<file path="config.mk">
export PLATFORM = sky130hd
export DESIGN_NAME = f1_light_seq
export DESIGN_NICKNAME = d
export VERILOG_FILES = /design/src/rtl/f1_light_seq.sv
export SDC_FILE = /design/constraint.sdc
export NUM_CORES = 1
export LEC_CHECK = 0
export BUFFER_PORTS_ARGS = -buffer_cell sky130_fd_sc_hd__buf_2
export CAP_MARGIN = 20
export CELL_PAD_IN_SITES_DETAIL_PLACEMENT = 0
export CELL_PAD_IN_SITES_GLOBAL_PLACEMENT = 1
export CORE_ASPECT_RATIO = 0.7
export CORE_MARGIN = 1.5
export CORE_UTILIZATION = 42
export DETAILED_ROUTE_END_ITERATION = 6
export PLACE_DENSITY_LB_ADDON = 0.12
export SYNTH_ARGS = -nofsm -noshare
export SYNTH_HDL_FRONTEND = slang
export SYNTH_SLANG_ARGS = --single-unit
</file>
<file path="constraint.sdc">
create_clock -name clk -period 2.07 [get_ports clk]
set_input_delay 0.3105 -clock clk [delete_from_list [all_inputs] [get_ports clk]]
set_output_delay 0.3105 -clock clk [all_outputs]
set_load 0.1 [all_outputs]
</file>
<file path="src/rtl/f1_light_seq.sv">
// F1 start-light sequencer: lights eight lamps one per tick, then hands a pseudo-random count to the delay block.
// Optional build macro F1_MIN_DELAY_EN floors the latched delay_n at MIN_DELAY.
//
// state   | meaning
// IDLE    | lamps off, waiting for trigger
// LIGHTS  | one lamp added per tick, eight in total
// ARM     | single cycle, cmd_delay pulse to the delay block
// WAIT_TO | all lamps on until time_out returns
// RELEASE | lamps off, waiting for the trigger switch to open
module f1_light_seq #(
    parameter int WIDTH     = 7,
    parameter int MIN_DELAY = 16
) (
    input  logic             clk,
    input  logic             rst,
    input  logic             trigger,
    input  logic             tick,
    input  logic             time_out,
    output logic [7:0]       data_out,
    output logic             cmd_delay,
    output logic [WIDTH-1:0] delay_n,
    output logic             busy
);

    typedef enum logic [2:0] {
        IDLE    = 3'd0,
        LIGHTS  = 3'd1,
        ARM     = 3'd2,
        WAIT_TO = 3'd3,
        RELEASE = 3'd4
    } state_t;

`ifdef F1_MIN_DELAY_EN
    localparam bit MIN_EN = 1'b1;
`else
    localparam bit MIN_EN = 1'b0;
`endif
    localparam logic [WIDTH-1:0] MIN_W = WIDTH'(MIN_DELAY);

    state_t           state, state_nxt;
    logic [7:0]       data_nxt;
    logic [2:0]       count, count_nxt;
    logic [WIDTH-1:0] lfsr, lfsr_floor, delay_nxt;

    // With the floor disabled MIN_EN is 0 and this collapses to the raw LFSR.
    assign lfsr_floor = (MIN_EN && (lfsr < MIN_W)) ? MIN_W : lfsr;

    always_ff @(posedge clk or negedge rst) begin
        if (!rst) begin
            state    <= IDLE;
            data_out <= 8'h00;
            count    <= 3'd0;
            delay_n  <= WIDTH'(1);
            lfsr     <= WIDTH'(1);
        end else begin
            state    <= state_nxt;
            data_out <= data_nxt;
            count    <= count_nxt;
            delay_n  <= delay_nxt;
            lfsr     <= {lfsr[WIDTH-2:0], lfsr[6] ^ lfsr[5]};
        end
    end

    always_comb begin
        state_nxt = state;
        data_nxt  = data_out;
        count_nxt = count;
        delay_nxt = delay_n;
        case (state)
            IDLE: begin
                data_nxt  = 8'h00;
                count_nxt = 3'd0;
                if (trigger) state_nxt = LIGHTS;
            end
            LIGHTS: begin
                if (tick) begin
                    data_nxt  = {data_out[6:0], 1'b1};
                    count_nxt = count + 3'd1;
                    if (count == 3'd7) begin
                        state_nxt = ARM;
                        delay_nxt = lfsr_floor;
                    end
                end
            end
            ARM: begin
                data_nxt  = 8'hFF;
                state_nxt = WAIT_TO;
            end
            WAIT_TO: begin
                data_nxt = 8'hFF;
                if (time_out) begin
                    data_nxt  = 8'h00;
                    state_nxt = RELEASE;
                end
            end
            RELEASE: begin
                data_nxt = 8'h00;
                // A held switch must be released before a new start is accepted.
                if (!trigger) state_nxt = IDLE;
            end
            default: begin
                data_nxt  = 8'h00;
                count_nxt = 3'd0;
                state_nxt = IDLE;
            end
        endcase
    end

    assign cmd_delay = (state == ARM);
    assign busy      = (state != IDLE);

endmodule

</file>
=== After elaboration in Yosys (flattened, before gate mapping) ===
Index checks and enable logic that the tools add are counted.

* Flip-flop bits (word level): 28
* Bits of input ports: 5
* Output and inout bits: 17
* Word-level logic and storage cells: 35

* Add/subtract/negate cells: 1
* Equality and inequality tests: 10
* Mux-type cells: 11
* Bitwise gates (word level): 2
* Reduce and logical (&&, ||, !) cells: 6

{| class="wikitable"
|+ Operator list
! kind !! number
|-
| case mux 8 bit (3 select lines) || 1
|-
| two-way mux 3 bit || 6
|-
| two-way mux 8 bit || 2
|-
| case mux 3 bit (5 select lines) || 1
|-
| != test 2 bit, second input constant || 5
|-
| equality test 3 x 2 -> 1 bit, second input constant || 2
|-
| equality test 3 bit, second input constant || 2
|-
| case mux 3 bit (2 select lines) || 1
|-
| AND reduction 5 bit || 1
|-
| adder 3 x 1 -> 3 bit, second input constant || 1
|-
| equality test 3 x 1 -> 1 bit, second input constant || 1
|-
| logical NOT 3 bit || 1
|-
| AND reduction 3 bit || 1
|-
| nonzero test 3 bit || 1
|-
| OR reduction 3 bit || 1
|-
| AND reduction 2 bit || 1
|-
| inverter 1 bit || 1
|-
| bitwise XOR 1 bit || 1
|}

=== Logic depth before layout (Yosys ltp) ===
Gate-level depths: netlist of run 1.

* Depth in word-level cells: 4
* Depth in mapped cells: 6
* Depth with buffers taken out: 5

=== Worst setup path after synthesis of run 1 ===
OpenSTA, ideal clock, no wires.

* Path kind: register to output
* Start point: register state[1]
* End point: output cmd_delay
* Arrival: 2894 ps
* Slack: -1135 ps
* Stages on the path, launching flop included: 3
* Path buffers: 1
* Cell sequence: dfrtp_1 > clkbuf_1 > nor3b_1

* Cells in the longest elaborated chain, start to end: 1

{| class="wikitable"
|+ RTL lines
! item !! RTL line !! source
|-
| start: declaration || 40 || <nowiki>state_t state, state_nxt;</nowiki>
|-
| start signal: assignment || 56 || <nowiki>state <= state_nxt;</nowiki>
|-
| equality test 3 x 2 -> 1 bit || 109 || <nowiki>assign cmd_delay = (state == ARM);</nowiki>
|-
| end: declaration || 20 || <nowiki>output logic cmd_delay,</nowiki>
|}

No other way between the ends.

=== Worst setup path in the final report of run 1 ===
* Start point: register state[0]
* End point: register delay_n[6]

* Cells in the longest elaborated chain, start to end: 2

{| class="wikitable"
|+ RTL lines
! item !! RTL line !! source
|-
| equality test 3 x 1 -> 1 bit || 69 || <nowiki>case (state)</nowiki>
|-
| AND reduction 3 bit (no source line) || n/a ||
|-
| end signal: assignment || 59 || <nowiki>delay_n <= delay_nxt;</nowiki>
|-
| end: declaration || 21 || <nowiki>output logic [WIDTH-1:0] delay_n,</nowiki>
|}

No other way between the ends.
A chain may end at the register's enable or synchronous reset.

==> summary.md, run 1 <==
| Metric | Value |
|---|---|
| Run status | `finished, final reports clean` |
| Nets@finish | `131` |
| DRC viols | `0` |
| Routing usage on met1 | `about a fifth` |
| Final worst clock skew | `~6.2 ps` |
| Number of instances in the synthesized netlist | `99` |
| Largest cells by area after synthesis | `dfrtp_1 56%, mux2_2 6.7%, dfstp_2 4.5%, nand2_1 3.9%, o21ai_0 3.4%` |
| Kind of capture point of the worst setup path | `register` |
| CTS max path bufs | `2` |
| Yosys warning count | `0` |
| Routed wire length | `2.05 mm` |
| Share of the synthesized area in the top cell type | `a little under three fifths` |
| Global routing usage on met3 | `roughly 5.0%` |
| Total global routing track utilization | `roughly 15%` |
| Count of clock tree sinks | `28` |
| Net Count, Synth | `roughly 110` |
| Total number of vias | `802` |
| Simple-gate share of the synthesized area | `around 15%` |
| Pin count of the biggest net entering global routing | `29` |
| Number of buffers added to fix hold violations after cts | `0` |
| Count of maximum capacitance violations | `0` |
| Total grt overflow | `0` |
| Worst Hold Class | `input port to async pin` |
| Number of ports placed on the die boundary | `22` |
| Ratio of cells with drive above 1 in the final layout | `roughly a third` |
| Worst setup startpoint | `state[0]$_DFFE_PN0P_` |
| Iteration-0 DRC Markers | `22` |
| Power density relative to cell area | `approximately 1100 nW/um^2` |
| Met2 track demand over resource in global routing | `24.2%` |
| WP data arrival | `between 1500 and 2000 ps` |
| Filler cell count in the final layout | `about 260` |
| Number of I/O port buffers | `21` |
| Post-synthesis sequential area ratio | `between 60% and 70%` |
| Async SR Flop Fraction | `between 90% and 100%` |
| Slew headroom | `between 50% and 60%` |
| Post-CTS Setup Repair Bufs | `0` |
| Clock tree from TritonCTS | `built` |
| Die Wd | `approximately 66 um` |
| Transition at the pin with the smallest max-transition slack | `around 600 ps` |
| Flop and latch count out of synthesis | `28` |
| DR vias/cell | `about 5.1` |
| Die area | `between 3000 and 4000 sq um` |
| Count of final hold-check violations | `0` |
| Pre-Repair DR Iteration Count | `6` |
| Post-synthesis compound-gate area fraction | `around a tenth` |
| Max Freq | `563 MHz` |
| Combinational family with the most area after synthesis | `simple AND/OR/NAND/NOR gates` |
| Most frequent cells in the layout | `26 x dfrtp_1, 21 x buf_2, 12 x nand2_1` |
| Endpoints failing setup | `0` |
| Post-synth cell types | `29` |
| Average cell area after synthesis | `11.8 sq um` |
| Worst VDD drop | `0.568 mV` |
| Adder-cell area share of the yosys netlist | `between 2 and 2.5%` |
| Gpl congestion | `0.738` |
| RSZ-0062 raised after global routing | `false` |
| Proportion of synthesized area in mux cells | `between 8 and 9%` |
| Global routing's busiest layer | `met2` |
| Via count of the first global-routing pass | `726` |
| Most area-hungry cell type in the Yosys netlist | `dfrtp_1` |
| Leakage Power | `a little over 0.7 nW` |
| Antenna violation net count after detailed routing | `0` |
| Critical Path RT | `2230 ps` |
| Clock-pin transition on the worst setup and hold timing paths | `~90 ps` |
| Fin crit share | `a little under nine tenths` |
| Setup Total Neg Slack | `0 ps` |
| Clock insertion delay at the later pin of the skew report | `about 270 ps` |
| Site Rows | `15` |
| HPWL after DPL | `between 1 and 1.5 mm` |
| Post-Syn Area | `1170 sq um` |
| Number of max-slew violations in the final report | `0` |
| Post-route minimum period | `about 1800 ps` |
| Root buffer cell | `clkbuf_8` |
| Core Footprint | `2550 sq um` |
| Cts repair resizes | `0` |
| Startpoint type of the worst setup path | `register` |
| Die Height | `47.2 um` |
| Initial antenna violation count | `0` |
| Number of synthesized flops with an enable pin | `0` |
| Critical path class | `register to register` |
| Commonest register cell after synthesis | `dfrtp_1` |
| Share of the core filled with cells | `between 50% and 60%` |
| Largest driver fanout on the critical path | `8` |
| Number of antenna cells inserted | `0` |
| Most frequent standard cell in the layout excluding fill and tap cells | `dfrtp_1` |
| Global-route wire length before repair | `approximately 3.4 mm` |
| Worst hold slack after final layout | `35.4 ps` |
| Detailed-route wire length per cell | `~13 um` |
| Number of buffers created by CTS | `3` |
| Startpoint of the worst-slack reg-to-reg timing path | `state[0]$_DFFE_PN0P_` |
| XOR/XNOR Fraction of Synth Area | `0.749%` |
| Initial standard-cell utilization of the core | `about 46%` |
| Number of levels in the clock H-tree | `1` |
| Area growth, synth to finish | `19.4%` |
==> power breakdown <==
part	switching, mW	total [mW]	internal, mW
clock	0.164	0.423	0.259
combinational	0.356	0.465	0.109
sequential	0.0506	0.648	0.597
==> stage by stage <==
stage	cells	power, mW	setup WS, ps	area (sq um)
floorplan	99	1.03	210	1180
global placement	153	1.12	346	1330
detailed placement	153	1.13	277	1330
CTS	157	1.55	271	1400
global route	157	1.61	153	1400
finish	157	1.54	294	1400
==> critical path, stage by stage, from the launching register on <==
cell and delay [ps]:
dfrtp_1 500, mux2i_1 220, mux2i_1 130, o2111ai_2 420, mux2_2 390
==> path summary, 6_finish.rpt <==
path / end / slack [ps] / cells past startpoint
worst max-delay path: delay_n[6]$_DFFE_PN0P_ / 290 / 4
worst min-delay path: state[1]$_DFFE_PN0P_ / 40 / 1
worst max register to register: delay_n[6]$_DFFE_PN0P_ / 290 / 4
worst min register to register: lfsr[5]$_DFF_PN0_ / 380 / 0
max in group asynchronous: delay_n[5]$_DFFE_PN0P_ / 1640 / 1
min in group clk: state[2]$_DFFE_PN0P_ / 300 / 3
==> flip-flops by register name, summed over array words and instances (netlist names) <==
signal    count
count         3
delay_n       7
data_out      8
state         3
lfsr          7
==> Yosys cell counts, drive strengths merged (2+ instances only) <==
| library cell | instances |
|---|---|
| a21o | 2 |
| a21oi | 2 |
| a32oi | 2 |
| buf | 2 |
| clkbuf | 2 |
| dfrtp | 26 |
| dfstp | 2 |
| ha | 2 |
| mux2 | 7 |
| mux2i | 2 |
| nand2 | 12 |
| nand3b | 2 |
| nor2 | 10 |
| nor2b | 3 |
| nor3 | 2 |
| o21ai | 8 |
| o2bb2ai | 3 |
==> cells by family after synthesis <==
family                     Yosys count
AOI/OAI and AO/OA                   18
xor gates and xnor gates             1
adders and majority gates            2
buffers and inverters                5
DFF                                 28
muxes                                9
and+or+nand+nor                     36
==> routing by layer <==
metal	up-vias	wire length, um	share of wire [%]
met5	-	0	0
met4	0	0	0
met3	0	124	6.1
met2	23	927	45
met1	386	997	49
li1	393	-	-
==> final cells by class <==
| cell class | instances | area [sq um] | share of cell area [%] |
|---|---|---|---|
| clock buffer | 3 | 41.3 | 2.96 |
| clock inverter | 1 | 30.0 | 2.15 |
| inverter | 1 | 3.75 | 0.269 |
| multi-input combinational | 66 | 448 | 32.1 |
| sequential | 28 | 703 | 50.4 |
| tap | 34 | 42.5 | 3.05 |
| timing repair buffer | 24 | 128 | 9.14 |
No activity file was read; power rests on OpenSTA's default activity.
==> inputs of run 2 (changes only) <==
--- a/config.mk
+++ b/config.mk
@@ -5,14 +5,14 @@
 export SDC_FILE = /design/constraint.sdc
 export NUM_CORES = 1
 export LEC_CHECK = 0
-export BUFFER_PORTS_ARGS = -buffer_cell sky130_fd_sc_hd__buf_2
 export CAP_MARGIN = 20
 export CELL_PAD_IN_SITES_DETAIL_PLACEMENT = 0
 export CELL_PAD_IN_SITES_GLOBAL_PLACEMENT = 1
 export CORE_ASPECT_RATIO = 0.7
 export CORE_MARGIN = 1.5
-export CORE_UTILIZATION = 42
+export CORE_UTILIZATION = 47
 export DETAILED_ROUTE_END_ITERATION = 6
+export DONT_BUFFER_PORTS = 1
 export PLACE_DENSITY_LB_ADDON = 0.12
 export SYNTH_ARGS = -nofsm -noshare
 export SYNTH_HDL_FRONTEND = slang
==> run 2 against run 1 <==
Compared with the run above: sequential power about the same; count of clock-buffer cells in the layout unchanged; worst hold slack better by 70 ps; highest routed layer is now met4.
==> summary.md, run 2 (same netlist as run 1, synthesis figures left out) <==
| Metric | Value |
|---|---|
| Die Height | `44.7 um (-5.1%)` |
| Cts repair resizes | `0 (unchanged)` |
| Critical path class | `register to output port` |
| CTS max path bufs | `2 (unchanged)` |
| Total number of vias | `754 (-6.0%)` |
| Worst setup startpoint | `state[1]$_DFFE_PN0P_` |
| Power share of the combinational group | `32.5% (+2.2 points)` |
| Final worst clock skew | `10.5 ps (+4.22 ps)` |
| Number of max-slew violations in the final report | `0 (unchanged)` |
| Reg2reg end | `delay_n[6]$_DFFE_PN0P_` |
| Fin crit share | `90.3% (+4.5 points)` |
| Kind of capture point of the worst setup path | `output port` |
| Number of I/O port buffers | `0 (-100%)` |
| WP data arrival | `1560 ps (-380 ps)` |
| Number of buffers created by CTS | `3 (unchanged)` |
| Pin count of the biggest net entering global routing | `29 (unchanged)` |
| Clock tree from TritonCTS | `built` |
| Number of ports placed on the die boundary | `22 (unchanged)` |
| Post-CTS Setup Repair Bufs | `0 (unchanged)` |
| Most frequent cells in the layout | `26 x dfrtp_1, 12 x nand2_1, 12 x buf_4` |
| Gpl congestion | `0.743 (+0.64%)` |
| Setup Total Neg Slack | `0 ps (unchanged)` |
| Root buffer cell | `clkbuf_4` |
| Count of clock tree sinks | `28 (unchanged)` |
| Largest driver fanout on the critical path | `15 (+7)` |
| Total grt overflow | `0 (unchanged)` |
| Global-route wire length before repair | `3.54 mm (+5.5%)` |
| Clock-pin transition on the worst setup and hold timing paths | `150 ps (+60 ps)` |
| Share of the core filled with cells | `61.0% (+6.3 points)` |
| Iteration-0 DRC Markers | `53 (+140%)` |
| Part of the total power dissipated in the clock network | `23.6% (-3.9 points)` |
| Flop2flop setup slack | `250 ps (-40 ps)` |
| Register cell area after layout | `703 sq um (unchanged)` |
| Number of levels in the clock H-tree | `1 (unchanged)` |
| Worst VDD drop | `0.520 mV (-8.5%)` |
| Power density relative to cell area | `1080 nW/um^2 (-1.7%)` |
| Sw Pwr | `0.557 mW (-2.4%)` |
| RSZ-0062 raised after global routing | `false` |
| Critical Path RT | `1760 ps (-470 ps)` |
| Post-route minimum period | `1870 ps (+93.1 ps)` |
| Most frequent standard cell in the layout excluding fill and tap cells | `dfrtp_1` |
| Via count of the first global-routing pass | `781 (+7.6%)` |
| Max Freq | `535 MHz (-5.0%)` |
| Endpoints failing setup | `0 (unchanged)` |
| Number of antenna cells inserted | `0 (unchanged)` |
| Detailed-route wire length per cell | `14.4 um (+10%)` |
| Registers with the most flip-flops | `data_out x8, delay_n x7, lfsr x7` |
| Register share of total power | `43.9% (+1.7 points)` |
| Routed wire length | `2.09 mm (+1.8%)` |
| Cell Int Power | `0.922 mW (-4.5%)` |
| Leakage Power | `0.670 nW (-7.3%)` |
| Startpoint of the worst-slack reg-to-reg timing path | `state[0]$_DFFE_PN0P_` |
| Die area | `2800 sq um (-10%)` |
| Flip-flop count of the largest register after layout | `8 (unchanged)` |
| HPWL after DPL | `1.49 mm (about the same)` |
| Pre-Repair DR Iteration Count | `4 (-2)` |
| Initial standard-cell utilization of the core | `52.2% (+6.3 points)` |
| Run status | `finished, final reports clean` |
| Filler cell count in the final layout | `194 (-24%)` |
| Slew headroom | `39.3% (-21 points)` |
| Transition at the pin with the smallest max-transition slack | `910 ps (+308 ps)` |
| Ratio of cells with drive above 1 in the final layout | `25.7% (-6.9 points)` |
| Area growth, synth to finish | `16.9%` |
| Min setup slack post-route | `201 ps (-93.1 ps)` |
| Total global routing track utilization | `17.0% (+2.1 points)` |
| Startpoint type of the worst setup path | `register` |
| Site Rows | `14 (-1)` |
| DRC viols | `0 (unchanged)` |
| Count of final hold-check violations | `0 (unchanged)` |
| DR vias/cell | `5.20 (+1.8%)` |
| Worst Reg-to-Reg Cells | `4 (unchanged)` |
| Nets@finish | `121 (-7.6%)` |
| Worst setup timing slack at the placement stage | `262 ps (-15.8 ps)` |
| Count of maximum capacitance violations | `0 (unchanged)` |
| Initial antenna violation count | `0 (unchanged)` |
| End of the critical path | `busy` |
| Worst Hold Class | `input port to register` |
| Register with the highest flop count | `data_out` |
| Area of the multi-input gates | `448 sq um (unchanged)` |
| Switching Fraction | `37.7% (+0.51 points)` |
| Number of buffers added to fix hold violations after cts | `2 (+2)` |
| Antenna violation net count after detailed routing | `0 (unchanged)` |
| Clock insertion delay at the later pin of the skew report | `330 ps (+60 ps)` |
| Core Footprint | `2240 sq um (-12%)` |
| Die Wd | `62.6 um (-5.2%)` |
==> run 2: cell count changes in the layout (fill, tap and decap cells not counted) <==
cell / previous run / this run
buf_2: 21 / 0
buf_4: 3 / 12
clkbuf_4: 0 / 3
clkbuf_8: 3 / 0
buf_12: 0 / 1
dlygate4sd3_1: 0 / 1
==> run 2: worst min-delay path by stage <==
stage | from | cells past startpoint | to
2_1_floorplan | rst | 0 | count[0]$_DFFE_PN0P_
5_1_grt | time_out | 2 | state[2]$_DFFE_PN0P_
6_report | time_out | 2 | state[2]$_DFFE_PN0P_
4_1_cts | time_out | 2 | state[2]$_DFFE_PN0P_
3_5_place_dp | rst | 0 | count[1]$_DFFE_PN0P_
3_3_place_gp | rst | 0 | count[1]$_DFFE_PN0P_
==> run 2: per-stage QoR <==
| stage | cell area, sq um | std cells | total power [mW] | hold WS, ps |
|---|---|---|---|---|
| after floorplan | 1180 | 99 | 1.03 | 14.9 |
| after global placement | 1280 | 139 | 1.12 | 15.4 |
| after detailed placement | 1280 | 139 | 1.13 | 15.4 |
| after CTS | 1370 | 145 | 1.49 | 92.9 |
| after global routing | 1370 | 145 | 1.55 | 95.6 |
| final | 1370 | 145 | 1.48 | 105 |
==> run 2: per-layer routing <==
layer	GRT usage, %	part of all wire [%]
met5	0	0
met1	21.4	46
met2	28.6	48
met3	5.74	5.0
met4	5.33	0.96
==> run 2: power groups by stage <==
stage | logic (mW) | clock network (mW) | registers, mW
floorplan | 0.204 | 0 | 0.827
global placement | 0.463 | 0 | 0.656
detailed placement | 0.467 | 0 | 0.658
CTS | 0.485 | 0.360 | 0.648
global route | 0.514 | 0.382 | 0.656
finish | 0.481 | 0.349 | 0.649
==> run 2: layout make-up <==
cell class | count | share of cell area, %
Tap cell | 32 | 2.93
Clock buffer | 3 | 1.65
Clock inverter | 1 | 2.20
Inverter | 1 | 0.274
Timing Repair Buffer | 14 | 8.78
Sequential cell | 28 | 51.4
Multi-Input combinational cell | 66 | 32.8
==> run 2: critical path: stages, from the launching register on <==
cell and delay, ps:
dfrtp_1 570, or3_1 430, buf_4 240
==> inputs of run 3 (changes only) <==
--- a/config.mk
+++ b/config.mk
@@ -5,12 +5,13 @@
 export SDC_FILE = /design/constraint.sdc
 export NUM_CORES = 1
 export LEC_CHECK = 0
+export ABC_CLOCK_PERIOD_IN_PS = 2070
 export CAP_MARGIN = 20
 export CELL_PAD_IN_SITES_DETAIL_PLACEMENT = 0
 export CELL_PAD_IN_SITES_GLOBAL_PLACEMENT = 1
 export CORE_ASPECT_RATIO = 0.7
 export CORE_MARGIN = 1.5
-export CORE_UTILIZATION = 47
+export CORE_UTILIZATION = 45
 export DETAILED_ROUTE_END_ITERATION = 6
 export DONT_BUFFER_PORTS = 1
 export PLACE_DENSITY_LB_ADDON = 0.12
==> run 3 against run 2 <==
Compared with the run above: global-route usage decreased by 1.4 points; sequential share of layout area shrank 0.79 points; critical path type unchanged; final area is 1.6% higher.
==> summary.md, run 3 (same netlist as run 1, synthesis figures left out) <==
| Metric | Value |
|---|---|
| DRC viols | `0 (unchanged)` |
| Critical hold path startpoint | `time_out` |
| Worst VDD drop | `0.570 mV (+9.5%)` |
| Clock-pin transition on the worst setup and hold timing paths | `90 ps (-60 ps)` |
| Register with the highest flop count | `data_out` |
| Clock tree from TritonCTS | `built` |
| Metal3 WL | `123 um (+18%)` |
| Part of the total power dissipated in the clock network | `26.8% (+3.2 points)` |
| Critical-path cell list | `buf_4 -> or3_1 -> buf_4` |
| Nets@finish | `121 (unchanged)` |
| Filler cell count in the final layout | `221 (+14%)` |
| Number of buffers created by CTS | `3 (unchanged)` |
| Detailed-route wire length per cell | `14.1 um (-1.8%)` |
| Core Footprint | `2460 sq um (+9.7%)` |
| Slew headroom | `39.9% (+0.56 points)` |
| Transition at the pin with the smallest max-transition slack | `902 ps (-8.45 ps)` |
| Ratio of cells with drive above 1 in the final layout | `25.7% (unchanged)` |
| Final worst clock skew | `4.28 ps (-6.17 ps)` |
| Largest driver fanout on the critical path | `8 (-7)` |
| Routed wire length | `2.08 mm (-0.48%)` |
| Clock insertion delay at the later pin of the skew report | `270 ps (-60 ps)` |
| CP top delay family | `flip-flops` |
| Register share of total power | `41.5% (-2.4 points)` |
| Initial antenna violation count | `0 (unchanged)` |
| Power density relative to cell area | `1120 nW/um^2 (+3.1%)` |
| Die area | `2920 sq um (+4.2%)` |
| Hold path endpoint | `state[2]$_DFFE_PN0P_` |
| Max Freq | `558 MHz (+4.3%)` |
| Gpl congestion | `0.770 (+3.7%)` |
| HPWL after DPL | `1.48 mm (-0.38%)` |
| Dominant cell type by count on the critical path | `buf_4` |
| CP peak stage delay | `440 ps (-130 ps)` |
| DR vias/cell | `5.16 (-0.71%)` |
| Iteration-0 DRC Markers | `30 (-43%)` |
| RSZ-0062 raised after global routing | `false` |
| Post-route minimum period | `1790 ps (-77.3 ps)` |
| Flip-flop count of the largest register after layout | `8 (unchanged)` |
| Root buffer cell | `clkbuf_8` |
| Flop2flop setup slack | `310 ps (+60 ps)` |
| Crit path buffers/inverters | `2 (+1)` |
| Antenna violation net count after detailed routing | `0 (unchanged)` |
| Most frequent cells in the layout | `26 x dfrtp_1, 12 x nand2_1, 12 x buf_4` |
| Area growth, synth to finish | `18.7%` |
| Number of I/O port buffers | `0 (unchanged)` |
| Met1 wire length | `961 um (-0.83%)` |
| Initial standard-cell utilization of the core | `47.6% (-4.6 points)` |
| Number of antenna cells inserted | `0 (unchanged)` |
| Share of the core filled with cells | `56.5% (-4.5 points)` |
| Area of the multi-input gates | `448 sq um (unchanged)` |
| Worst Reg-to-Reg Cells | `3 (-1)` |
| Leakage Power | `0.678 nW (+1.2%)` |
| Total number of vias | `759 (+0.66%)` |
| Die Wd | `63.9 um (+2.1%)` |
| Total grt overflow | `0 (unchanged)` |
| Count of clock tree sinks | `28 (unchanged)` |
| Number of levels in the clock H-tree | `1 (unchanged)` |
| WP data arrival | `1480 ps (-80 ps)` |
| Pin count of the biggest net entering global routing | `29 (unchanged)` |
| Register cell area after layout | `703 sq um (unchanged)` |
| Worst Hold Class | `input port to register` |
| Startpoint of the worst-slack reg-to-reg timing path | `state[1]$_DFFE_PN0P_` |
| Most frequent standard cell in the layout excluding fill and tap cells | `dfrtp_1` |
| Global-route wire length before repair | `3.46 mm (-2.3%)` |
| Sw Pwr | `0.565 mW (+1.4%)` |
| Power share of the combinational group | `31.7% (-0.8 points)` |
| Critical Path Slowest Stage Cell | `dfrtp_1` |
| Kind of capture point of the worst setup path | `output port` |
| Number of ports placed on the die boundary | `22 (unchanged)` |
| Setup Total Neg Slack | `0 ps (unchanged)` |
| Registers with the most flip-flops | `data_out x8, delay_n x7, lfsr x7` |
| Max layer used | `met4` |
| Switching Fraction | `36.5% (-1.2 points)` |
| Total global routing track utilization | `15.6% (-1.4 points)` |
| Site Rows | `15 (+1)` |
| Critical Path RT | `1760 ps (about the same)` |
| Fin crit share | `86.6% (-3.7 points)` |
| Hold Path Stages | `2 (unchanged)` |
| Number of max-slew violations in the final report | `0 (unchanged)` |
| Die Height | `45.7 um (+2.1%)` |
| Count of final hold-check violations | `0 (unchanged)` |
| Routed wl met2 | `983 um (-0.81%)` |
| Run status | `finished, final reports clean` |
| Cell Int Power | `0.984 mW (+6.8%)` |
| Via count of the first global-routing pass | `740 (-5.2%)` |
| Reg2reg end | `delay_n[3]$_DFFE_PN0P_` |
| Endpoints failing setup | `0 (unchanged)` |
| Post-CTS Setup Repair Bufs | `0 (unchanged)` |
| Startpoint type of the worst setup path | `register` |
| CTS max path bufs | `2 (unchanged)` |
| Critical path class | `register to output port` |
| Cts repair resizes | `0 (unchanged)` |
| Count of maximum capacitance violations | `0 (unchanged)` |
| Pre-Repair DR Iteration Count | `4 (unchanged)` |
run 3: cell counts in the layout (fill, tap and decap cells not counted):
No cell type changed its count.
run 3: power groups by stage:
stage          logic (mW)  registers (mW)  clock network (mW)
2_1_floorplan       0.204           0.827                   0
3_3_place_gp        0.474           0.651                   0
3_5_place_dp        0.476           0.655                   0
4_1_cts             0.493           0.643               0.431
5_1_grt             0.523           0.650               0.452
6_report            0.490           0.643               0.415
run 3: how the worst max path moves through the flow:
stage | from | to | slack (ps) | depth (start not counted)
2_1_floorplan | state[1]$_DFFE_PN0P_ | cmd_delay | 210 | 2
3_3_place_gp | state[1]$_DFFE_PN0P_ | delay_n[3]$_DFFE_PN0P_ | 320 | 3
3_5_place_dp | state[1]$_DFFE_PN0P_ | delay_n[1]$_DFFE_PN0P_ | 300 | 3
4_1_cts | state[0]$_DFFE_PN0P_ | busy | 260 | 3
5_1_grt | state[1]$_DFFE_PN0P_ | delay_n[3]$_DFFE_PN0P_ | 130 | 3
6_report | state[0]$_DFFE_PN0P_ | busy | 280 | 3
run 3: per-stage QoR:
| step | cells | setup slack (ps) | area (sq um) | hold slack [ps] | power, mW |
|---|---|---|---|---|---|
| final | 147 | 278 | 1390 | 194 | 1.55 |
| after global placement | 141 | 323 | 1290 | 15.3 | 1.13 |
| after global routing | 147 | 127 | 1390 | 180 | 1.63 |
| after detailed placement | 141 | 300 | 1290 | 15.3 | 1.13 |
| after floorplan | 99 | 210 | 1180 | 14.9 | 1.03 |
| after CTS | 147 | 264 | 1390 | 185 | 1.57 |
run 3: layout make-up:
type	count	area share, %
clock buffer	3	2.97
multi-input combinational	66	32.3
clock inverter	1	2.16
sequential	28	50.6
tap	34	3.06
timing repair buffer	14	8.65
inverter	1	0.270
run 3: layer usage:
metal / vias up / track usage, %
met5: - / 0
met4: 0 / 1.30
met3: 2 / 5.69
met2: 20 / 26.5
met1: 367 / 20.2
li1: 370 / -
run 3: timing repair:
action | 4_1_cts | 5_1_grt
hold endpoints to repair | 28 | 0
setup endpoints to repair | 0 | 0
hold buffers | 2 | 0
